### src/rtl/demux_chan_counter_if.sv
// Read-port bundle for demux_chan_counter: request/select in, acknowledge/data out.
// The master side issues reads and the slave side (the counter block) answers them.
interface demux_chan_counter_if;
  logic       rd_req;
  logic [2:0] rd_sel;
  logic       rd_ack;
  logic [7:0] rd_data;

  modport master (output rd_req, output rd_sel, input rd_ack, input rd_data);
  modport slave  (input rd_req, input rd_sel, output rd_ack, output rd_data);
endinterface

### src/rtl/demux_chan_counter.sv
// Per-channel rising-edge counters behind a DEMUX1_8 output bus, with a 3-state read port.
// Optional macro CHAN_RD_CLEAR_EN makes reads destructive (the selected counter and its OVF bit clear on capture).
module demux_chan_counter (
  input  logic       clk,
  input  logic       rst_n,
  input  logic [7:0] ch_in,
  input  logic       clr,
  demux_chan_counter_if.slave rd,
  output logic [7:0] active,
  output logic [7:0] ovf
);

  typedef enum logic [1:0] {IDLE, LOAD, ACK} state_t;

  state_t     state;
  logic [2:0] sel_q;
  logic [7:0] ch_q;
  logic [7:0] edge_vec;
  logic [7:0] rd_clr;
  logic [7:0] cnt [8];

  assign edge_vec = ch_in & ~ch_q;

`ifdef CHAN_RD_CLEAR_EN
  always_comb begin
    rd_clr = '0;
    if (state == LOAD) rd_clr[sel_q] = 1'b1;
  end
`else
  assign rd_clr = '0;
`endif

  always_ff @(posedge clk or negedge rst_n) begin
    if (!rst_n) begin
      ch_q   <= '0;
      active <= '0;
    end else begin
      ch_q <= ch_in;
      if (clr)
        active <= '0;
      else if (|edge_vec)
        active <= edge_vec;
    end
  end

  // A read-clear that coincides with an edge restarts the count at 1, not 0.
  always_ff @(posedge clk or negedge rst_n) begin
    if (!rst_n) begin
      for (int i = 0; i < 8; i++) cnt[i] <= '0;
      ovf <= '0;
    end else begin
      for (int i = 0; i < 8; i++) begin
        if (clr) begin
          cnt[i] <= '0;
          ovf[i] <= 1'b0;
        end else if (rd_clr[i]) begin
          cnt[i] <= {7'd0, edge_vec[i]};
          ovf[i] <= 1'b0;
        end else if (edge_vec[i]) begin
          if (cnt[i] == 8'hFF)
            ovf[i] <= 1'b1;
          else
            cnt[i] <= cnt[i] + 8'd1;
        end
      end
    end
  end

  // LOAD captures the pre-edge counter value, so a coincident CLR or edge is not seen.
  always_ff @(posedge clk or negedge rst_n) begin
    if (!rst_n) begin
      state      <= IDLE;
      sel_q      <= '0;
      rd.rd_data <= '0;
      rd.rd_ack  <= 1'b0;
    end else begin
      case (state)
        IDLE: begin
          rd.rd_ack <= 1'b0;
          if (rd.rd_req) begin
            sel_q <= rd.rd_sel;
            state <= LOAD;
          end
        end
        LOAD: begin
          rd.rd_data <= cnt[sel_q];
          rd.rd_ack  <= 1'b1;
          state      <= ACK;
        end
        ACK: begin
          rd.rd_ack <= 1'b0;
          state     <= IDLE;
        end
        default: begin
          rd.rd_ack <= 1'b0;
          state     <= IDLE;
        end
      endcase
    end
  end

endmodule

### src/flat_wrapper.sv
// flat-port wrapper written by rule: the top's interface ports become plain ports
module demux_chan_counter_flat 
  (clk, rst_n, ch_in, clr, active, ovf, rd_rd_req, rd_rd_sel, rd_rd_ack, rd_rd_data);
  demux_chan_counter_if rd_i ();
  input  logic clk;
  input  logic rst_n;
  input  logic [7:0] ch_in;
  input  logic clr;
  output logic [7:0] active;
  output logic [7:0] ovf;
  input wire logic [$bits(rd_i.rd_req)-1:0] rd_rd_req;
  input wire logic [$bits(rd_i.rd_sel)-1:0] rd_rd_sel;
  output wire logic [$bits(rd_i.rd_ack)-1:0] rd_rd_ack;
  output wire logic [$bits(rd_i.rd_data)-1:0] rd_rd_data;
  assign rd_i.rd_req = rd_rd_req;
  assign rd_i.rd_sel = rd_rd_sel;
  assign rd_rd_ack = rd_i.rd_ack;
  assign rd_rd_data = rd_i.rd_data;
  demux_chan_counter u_core (.clk(clk), .rst_n(rst_n), .ch_in(ch_in), .clr(clr), .rd(rd_i), .active(active), .ovf(ovf));
endmodule
### config.mk
export PLATFORM = sky130hd
export DESIGN_NAME = demux_chan_counter_flat
export DESIGN_NICKNAME = d
export VERILOG_FILES = /design/src/rtl/demux_chan_counter_if.sv /design/src/rtl/demux_chan_counter.sv /design/src/flat_wrapper.sv
export SDC_FILE = /design/constraint.sdc
export NUM_CORES = 1
export LEC_CHECK = 0
export ABC_AREA = 0
export BUFFER_PORTS_ARGS = -buffer_cell sky130_fd_sc_hd__buf_2
export CELL_PAD_IN_SITES_DETAIL_PLACEMENT = 1
export CELL_PAD_IN_SITES_GLOBAL_PLACEMENT = 1
export CORE_MARGIN = 2
export CORE_UTILIZATION = 40
export CTS_BUF_LIST = sky130_fd_sc_hd__clkbuf_2 sky130_fd_sc_hd__clkbuf_4 sky130_fd_sc_hd__clkbuf_8
export DETAILED_ROUTE_END_ITERATION = 6
export MAX_ROUTING_LAYER = met4
export PLACE_DENSITY_LB_ADDON = 0.1
export SLEW_MARGIN = 20
export SYNTH_ARGS = -nofsm -noshare
export SYNTH_HDL_FRONTEND = slang
export SYNTH_SLANG_ARGS = --single-unit
### constraint.sdc
create_clock -name clk -period 2.9 [get_ports clk]
set_clock_uncertainty 0.15 [all_clocks]
set_input_delay 0.29 -clock clk [delete_from_list [all_inputs] [get_ports clk]]
set_output_delay 0.29 -clock clk [all_outputs]
set_load 0.01 [all_outputs]
Word-level counts from Yosys, hierarchy flattened

Index checks and enable logic that the tools add are counted.

Add/sub/neg operators: 8
Magnitude comparators: 1
Equality and inequality tests: 18
Multiplexer cells: 56
Bitwise operators: 3
Reduce and logical (&&, ||, !) cells: 36

Operator list:

| operator                                       | number |
|---|---|
| two-way mux 8 bit                              | 28 |
| adder 8 x 1 -> 8 bit (second input constant)   | 8 |
| == test 8 bit (second input constant)          | 8 |
| AND reduction 2 bit                            | 17 |
| nonzero test 2 bit                             | 17 |
| two-way mux 1 bit                              | 25 |
| binary-select mux 8 bit (select 3 bit)         | 1 |
| inequality test 2 bit (second input constant)  | 9 |
| bitwise AND 8 bit                              | 1 |
| inverter 8 bit                                 | 1 |
| OR reduction 8 bit                             | 1 |
| >= comparator 4 bit (second input constant)    | 1 |
| inverter 3 -> 4 bit                            | 1 |
| case mux 2 bit (2 select lines)                | 1 |
| == test 2 x 1 -> 1 bit (second input constant) | 1 |
| zero test 2 bit                                | 1 |
| two-way mux 2 bit                              | 1 |

Register bits after elaboration: 102
Input port bits: 15
Output and inout bits: 25
Word-level logic and storage cells: 144

Longest topological paths before layout

Depth after elaboration: 5
Depth in mapped cells: 6
Depth with buffers taken out: 5

Worst setup path after synthesis

No wires, ideal clock.

Path kind: reg-to-reg
From: register u_core.cnt[48] (netlist name)
To: register u_core.cnt[53] (netlist name)
Setup time: 0.125 ns
Data arrival time: 1.505 ns
Slack: 1.120 ns
Stages on the path, launching flop included: 6
Buffers on the path: 0
Period minus slack after synthesis: 1.780 ns
Path through: dfrtp_1 > ha_1 > nand2_1 > nor3_2 > nor4b_1 > mux2_2

Word-level cells in the longest chain between the ends: 4

RTL lines:

| item                            | line                     | text |
|---|---|---|
| start, declared                 | demux_chan_counter.sv:20 | `logic [7:0] cnt [8];` |
| start signal, assigned by index | demux_chan_counter.sv:57 | `cnt[i] <= {7'd0, edge_vec[i]};` |
| start signal, assigned by index | demux_chan_counter.sv:63 | `cnt[i] <= cnt[i] + 8'd1;` |
| adder 8 x 1 -> 8 bit            | demux_chan_counter.sv:63 |  |
| two-way mux 8 bit               | demux_chan_counter.sv:60 | `if (cnt[i] == 8'hFF)` |
| two-way mux 8 bit               | demux_chan_counter.sv:59 | `end else if (edge_vec[i]) begin` |
| two-way mux 8 bit               | demux_chan_counter.sv:53 | `if (clr) begin` |

Parallel ways exist; a longest one is shown, timed or not. The select of a mux whose other input is x is not followed.
A chain may end at the register's enable or synchronous reset.

Worst setup path after layout

From: register u_core.sel_q[0]
To: register u_core.rd.rd_data[1]

Word-level cells in the longest chain between the ends: 4

RTL lines:

| item                                                 | line                        | text |
|---|---|---|
| start, declared                                      | demux_chan_counter.sv:16    | `logic [2:0] sel_q;` |
| start signal, assigned                               | demux_chan_counter.sv:81    | `sel_q <= rd.rd_sel;` |
| inverter 3 -> 4 bit (not written as such)            | demux_chan_counter.sv:86    | `rd.rd_data <= cnt[sel_q];` |
| binary-select mux 8 bit (select 3 bit)               | demux_chan_counter.sv:86    |  |
| two-way mux 8 bit (not written as such) (2 in a row) | demux_chan_counter.sv:86    |  |
| end signal, assigned                                 | demux_chan_counter.sv:86    |  |
| end, declared                                        | demux_chan_counter_if.sv:10 | `modport slave (input rd_req, input rd_sel, output rd_ack, output rd_data);` |

Every way passes these cells. The select of a mux whose other input is x is not followed.

==> impl_metrics.ini <==
[run_status]
status = finished, final reports clean

[drt]
vias = 4047
ant_nets = 0
dr.pass1.iters = 4
wl_per_cell_um = 19.9
avgViaCountPerCell = 5.76
drtIter0Drc = 151
drc = 0
routed_wl_um = 13900

[cells_and_area]
fin_nets = 548
drive_above_1_share = 0.158
synthToLayoutAreaGrowth_pct = 12.6
post-route-util = 0.464
n_antenna_cell = 0
final_area_um2 = 5910

[clock_network]
cts_setup_buffers = 0
cts_root_buf = clkbuf_8
clkLatencyLatePin_ns = 0.39
clkSinkCount = 102
cts_max_level = 3
cts_tree = done
cts_buffers = 9
clk_pin_slew_worst_paths_ns = 0.10
cts_buffer_depth = 2

[floorplan]
fp.dieW_um = 119
coreArea_um2 = 12700
dieHeight_um = 119
fp-row-count = 41
ios = 40
initial_core_util = 0.412
dieArea_um2 = 14000

[yosys]
synth_seq_cells = 102
synth_cells = 479
synth_flop_cell = dfrtp_1
syn_area_um2 = 5250
async_reset_ff_frac = 1.00
ys_seq_area_frac = 0.487
synth-warning-count = 0
synth_edf_count = 0
synthTopCellsByArea = dfrtp_1 49%, mux4_1 4.5%, nor2_1 4.2%
synth_top_area_share = 0.487
ys_types = 62
synth_fp_nets = 502
syn-mean-instance-area_um2 = 10.9
yosysTopAreaCell = dfrtp_1

[worst_setup_path]
r2r_end = u_core.rd.rd_data[1]$_DFFE_PN0P_
crit_path_start_kind = flop
cp.arrival_ns = 2.10
reg2reg_setup_slack_ns = 0.91
crit_end = u_core.rd.rd_data[1]$_DFFE_PN0P_
path_class = reg -> reg
cp-end-kind = flop
required_ns = 3.01
reg2reg_depth = 3
crit_path_start = u_core.sel_q[0]$_DFFE_PN0P_
crit_path_max_fanout = 14
worstReg2RegStart = u_core.sel_q[0]$_DFFE_PN0P_

[sta]
tns_ns = 0
finalCritPeriodShare = 0.686
hold_viol = 0
min_period_ns = 1.99
rsz0062_at_grt = false
report.final.slew_viol_count = 0
setup_viol = 0
relSlewSlack = 0.524
worstMarginPinSlew_ns = 0.713
fmax_mhz = 503

[power]
powerDensity_nw_per_um2 = 469
max-vdd-ir-drop_mv = 0.184
finalPower_mw = 2.77
leakage_nw = 2.70

[grt]
use_met3 = 0.0391
grt_pass1_wl_um = 22400
top_usage_layer = met2
met1_usage = 0.296
antenna_found_initial = 0
grt_max_degree = 44
use_met2 = 0.317
grt_usage = 0.214
grt_overflow = 0
first_global_vias = 4004

[placement]
dp_hpwl_um = 10300
io_buffers = 39
place.gp.congestion = 0.803
dpl_cell_area_um2 = 5600

[run]
drv_cap = 0

[hold_path]
hp-class = in -> reg
## worst max-delay path, cell delays in order (launching register included)
cell,delay (ns)
dfrtp_1,0.81
mux4_1,0.64
mux2i_1,0.18
o21ai_1,0.08
## logic make-up (layout without fill, tap and decap cells)
| kind of cell | after synthesis | after routing | synth area share |
|---|---|---|---|
| compound gates | 82 | 82 | 0.104 |
| xor+xnor | 21 | 21 | 0.0351 |
| fa+ha+maj | 8 | 8 | 0.0191 |
| buf+inv | 27 | 78 | 0.0262 |
| flops | 102 | 102 | 0.487 |
| mux | 40 | 40 | 0.123 |
| simple gates | 199 | 199 | 0.207 |
## repair_timing
action / CTS / global route
resized for setup: 0 / 0
endpoints found under the hold margin: 44 / 0
hold buffers: 11 / 0
## sequential cells by signal (all words and copies together) (netlist names)
name / cells
u_core.active: 8
u_core.ch_q: 8
u_core.cnt: 64
u_core.ovf: 8
u_core.rd.rd_ack: 1
u_core.rd.rd_data: 8
u_core.sel_q: 3
u_core.state: 2
## through the flow
stage,setup slack [ns],instances,hold slack [ns]
floorplan,1.12,479,-0.156
global placement,1.02,675,0.145
detailed placement,0.940,675,0.148
CTS,0.924,702,0.0105
global route,0.788,702,0.00892
finish,0.910,702,0.0163
## worst min path at each step
stage                 startpoint                            to  cells after the start  slack [ns]
floorplan                  rst_n  u_core.active[0]$_DFFE_PN0P_                      0       -0.16
global placement           rst_n     u_core.ovf[5]$_DFFE_PN0P_                      1        0.15
detailed placement         rst_n     u_core.ovf[5]$_DFFE_PN0P_                      1        0.15
CTS                 rd_rd_sel[0]   u_core.sel_q[0]$_DFFE_PN0P_                      2        0.01
global route        rd_rd_sel[0]   u_core.sel_q[0]$_DFFE_PN0P_                      2       0.009
finish              rd_rd_sel[0]   u_core.sel_q[0]$_DFFE_PN0P_                      2        0.02
## per-layer routing
| metal | part of all wire | vias up |
|---|---|---|
| li1 | - | 1875 |
| met1 | 0.49 | 2087 |
| met2 | 0.45 | 68 |
| met3 | 0.038 | 17 |
| met4 | 0.018 | 0 |
| met5 | 0 | - |
## cell usage in the layout (no fill, tap or decap), types with 4 or more instances in the layout
| cell | Yosys | routed |
|---|---|---|
| nor4_1 | 4 | 4 |
| nor2_1 | 59 | 59 |
| nand4_1 | 11 | 11 |
| nand2_1 | 24 | 24 |
| buf_4 | 2 | 5 |
| nor2b_1 | 11 | 11 |
| mux2i_1 | 19 | 19 |
| o211ai_1 | 6 | 6 |
| xnor2_1 | 6 | 6 |
| a31oi_1 | 4 | 4 |
| clkbuf_8 | 0 | 10 |
| nor3_1 | 21 | 21 |
| inv_1 | 7 | 7 |
| and3_1 | 10 | 10 |
| dlygate4sd3_1 | 0 | 11 |
| a21oi_1 | 23 | 23 |
| dfrtp_1 | 102 | 102 |
| mux2_2 | 4 | 4 |
| o21ai_0 | 12 | 12 |
| a22o_1 | 8 | 8 |
| buf_2 | 4 | 38 |
| o21ai_1 | 7 | 7 |
| mux4_2 | 7 | 7 |
| mux4_1 | 9 | 9 |
| nand3_1 | 19 | 19 |
| xor2_1 | 15 | 15 |
| or4_1 | 4 | 4 |
| a211oi_1 | 8 | 8 |
| ha_1 | 8 | 8 |
## cells in the mapped netlist (8+ instances only)
cell,n
nand2_1,24
ha_1,8
nor3_1,21
mux4_1,9
xor2_1,15
a22o_1,8
and3_1,10
nor2b_1,11
a211oi_1,8
nand4_1,11
a21oi_1,23
clkbuf_1,10
dfrtp_1,102
mux2i_1,19
nand3_1,19
o21ai_0,12
nor2_1,59
## report_power, final
group          switching [mW]  total (mW)  leakage (nW)  internal [mW]
logic                   0.132       0.273          1.21          0.142
registers               0.104        1.57          1.38           1.47
clock network           0.505       0.924         0.102          0.420
## cell type report
class | instances | area, um2
Tap cell | 172 | 215
Fill cell | 1450 | 6820
Clock inverter | 6 | 61.3
Timing Repair Buffer | 55 | 358
Sequential cell | 102 | 2550
Multi-Input combinational cell | 350 | 2550
Inverter | 7 | 26.3
Clock buffer | 10 | 138
Note: power is estimated with default switching activity, not from simulation.
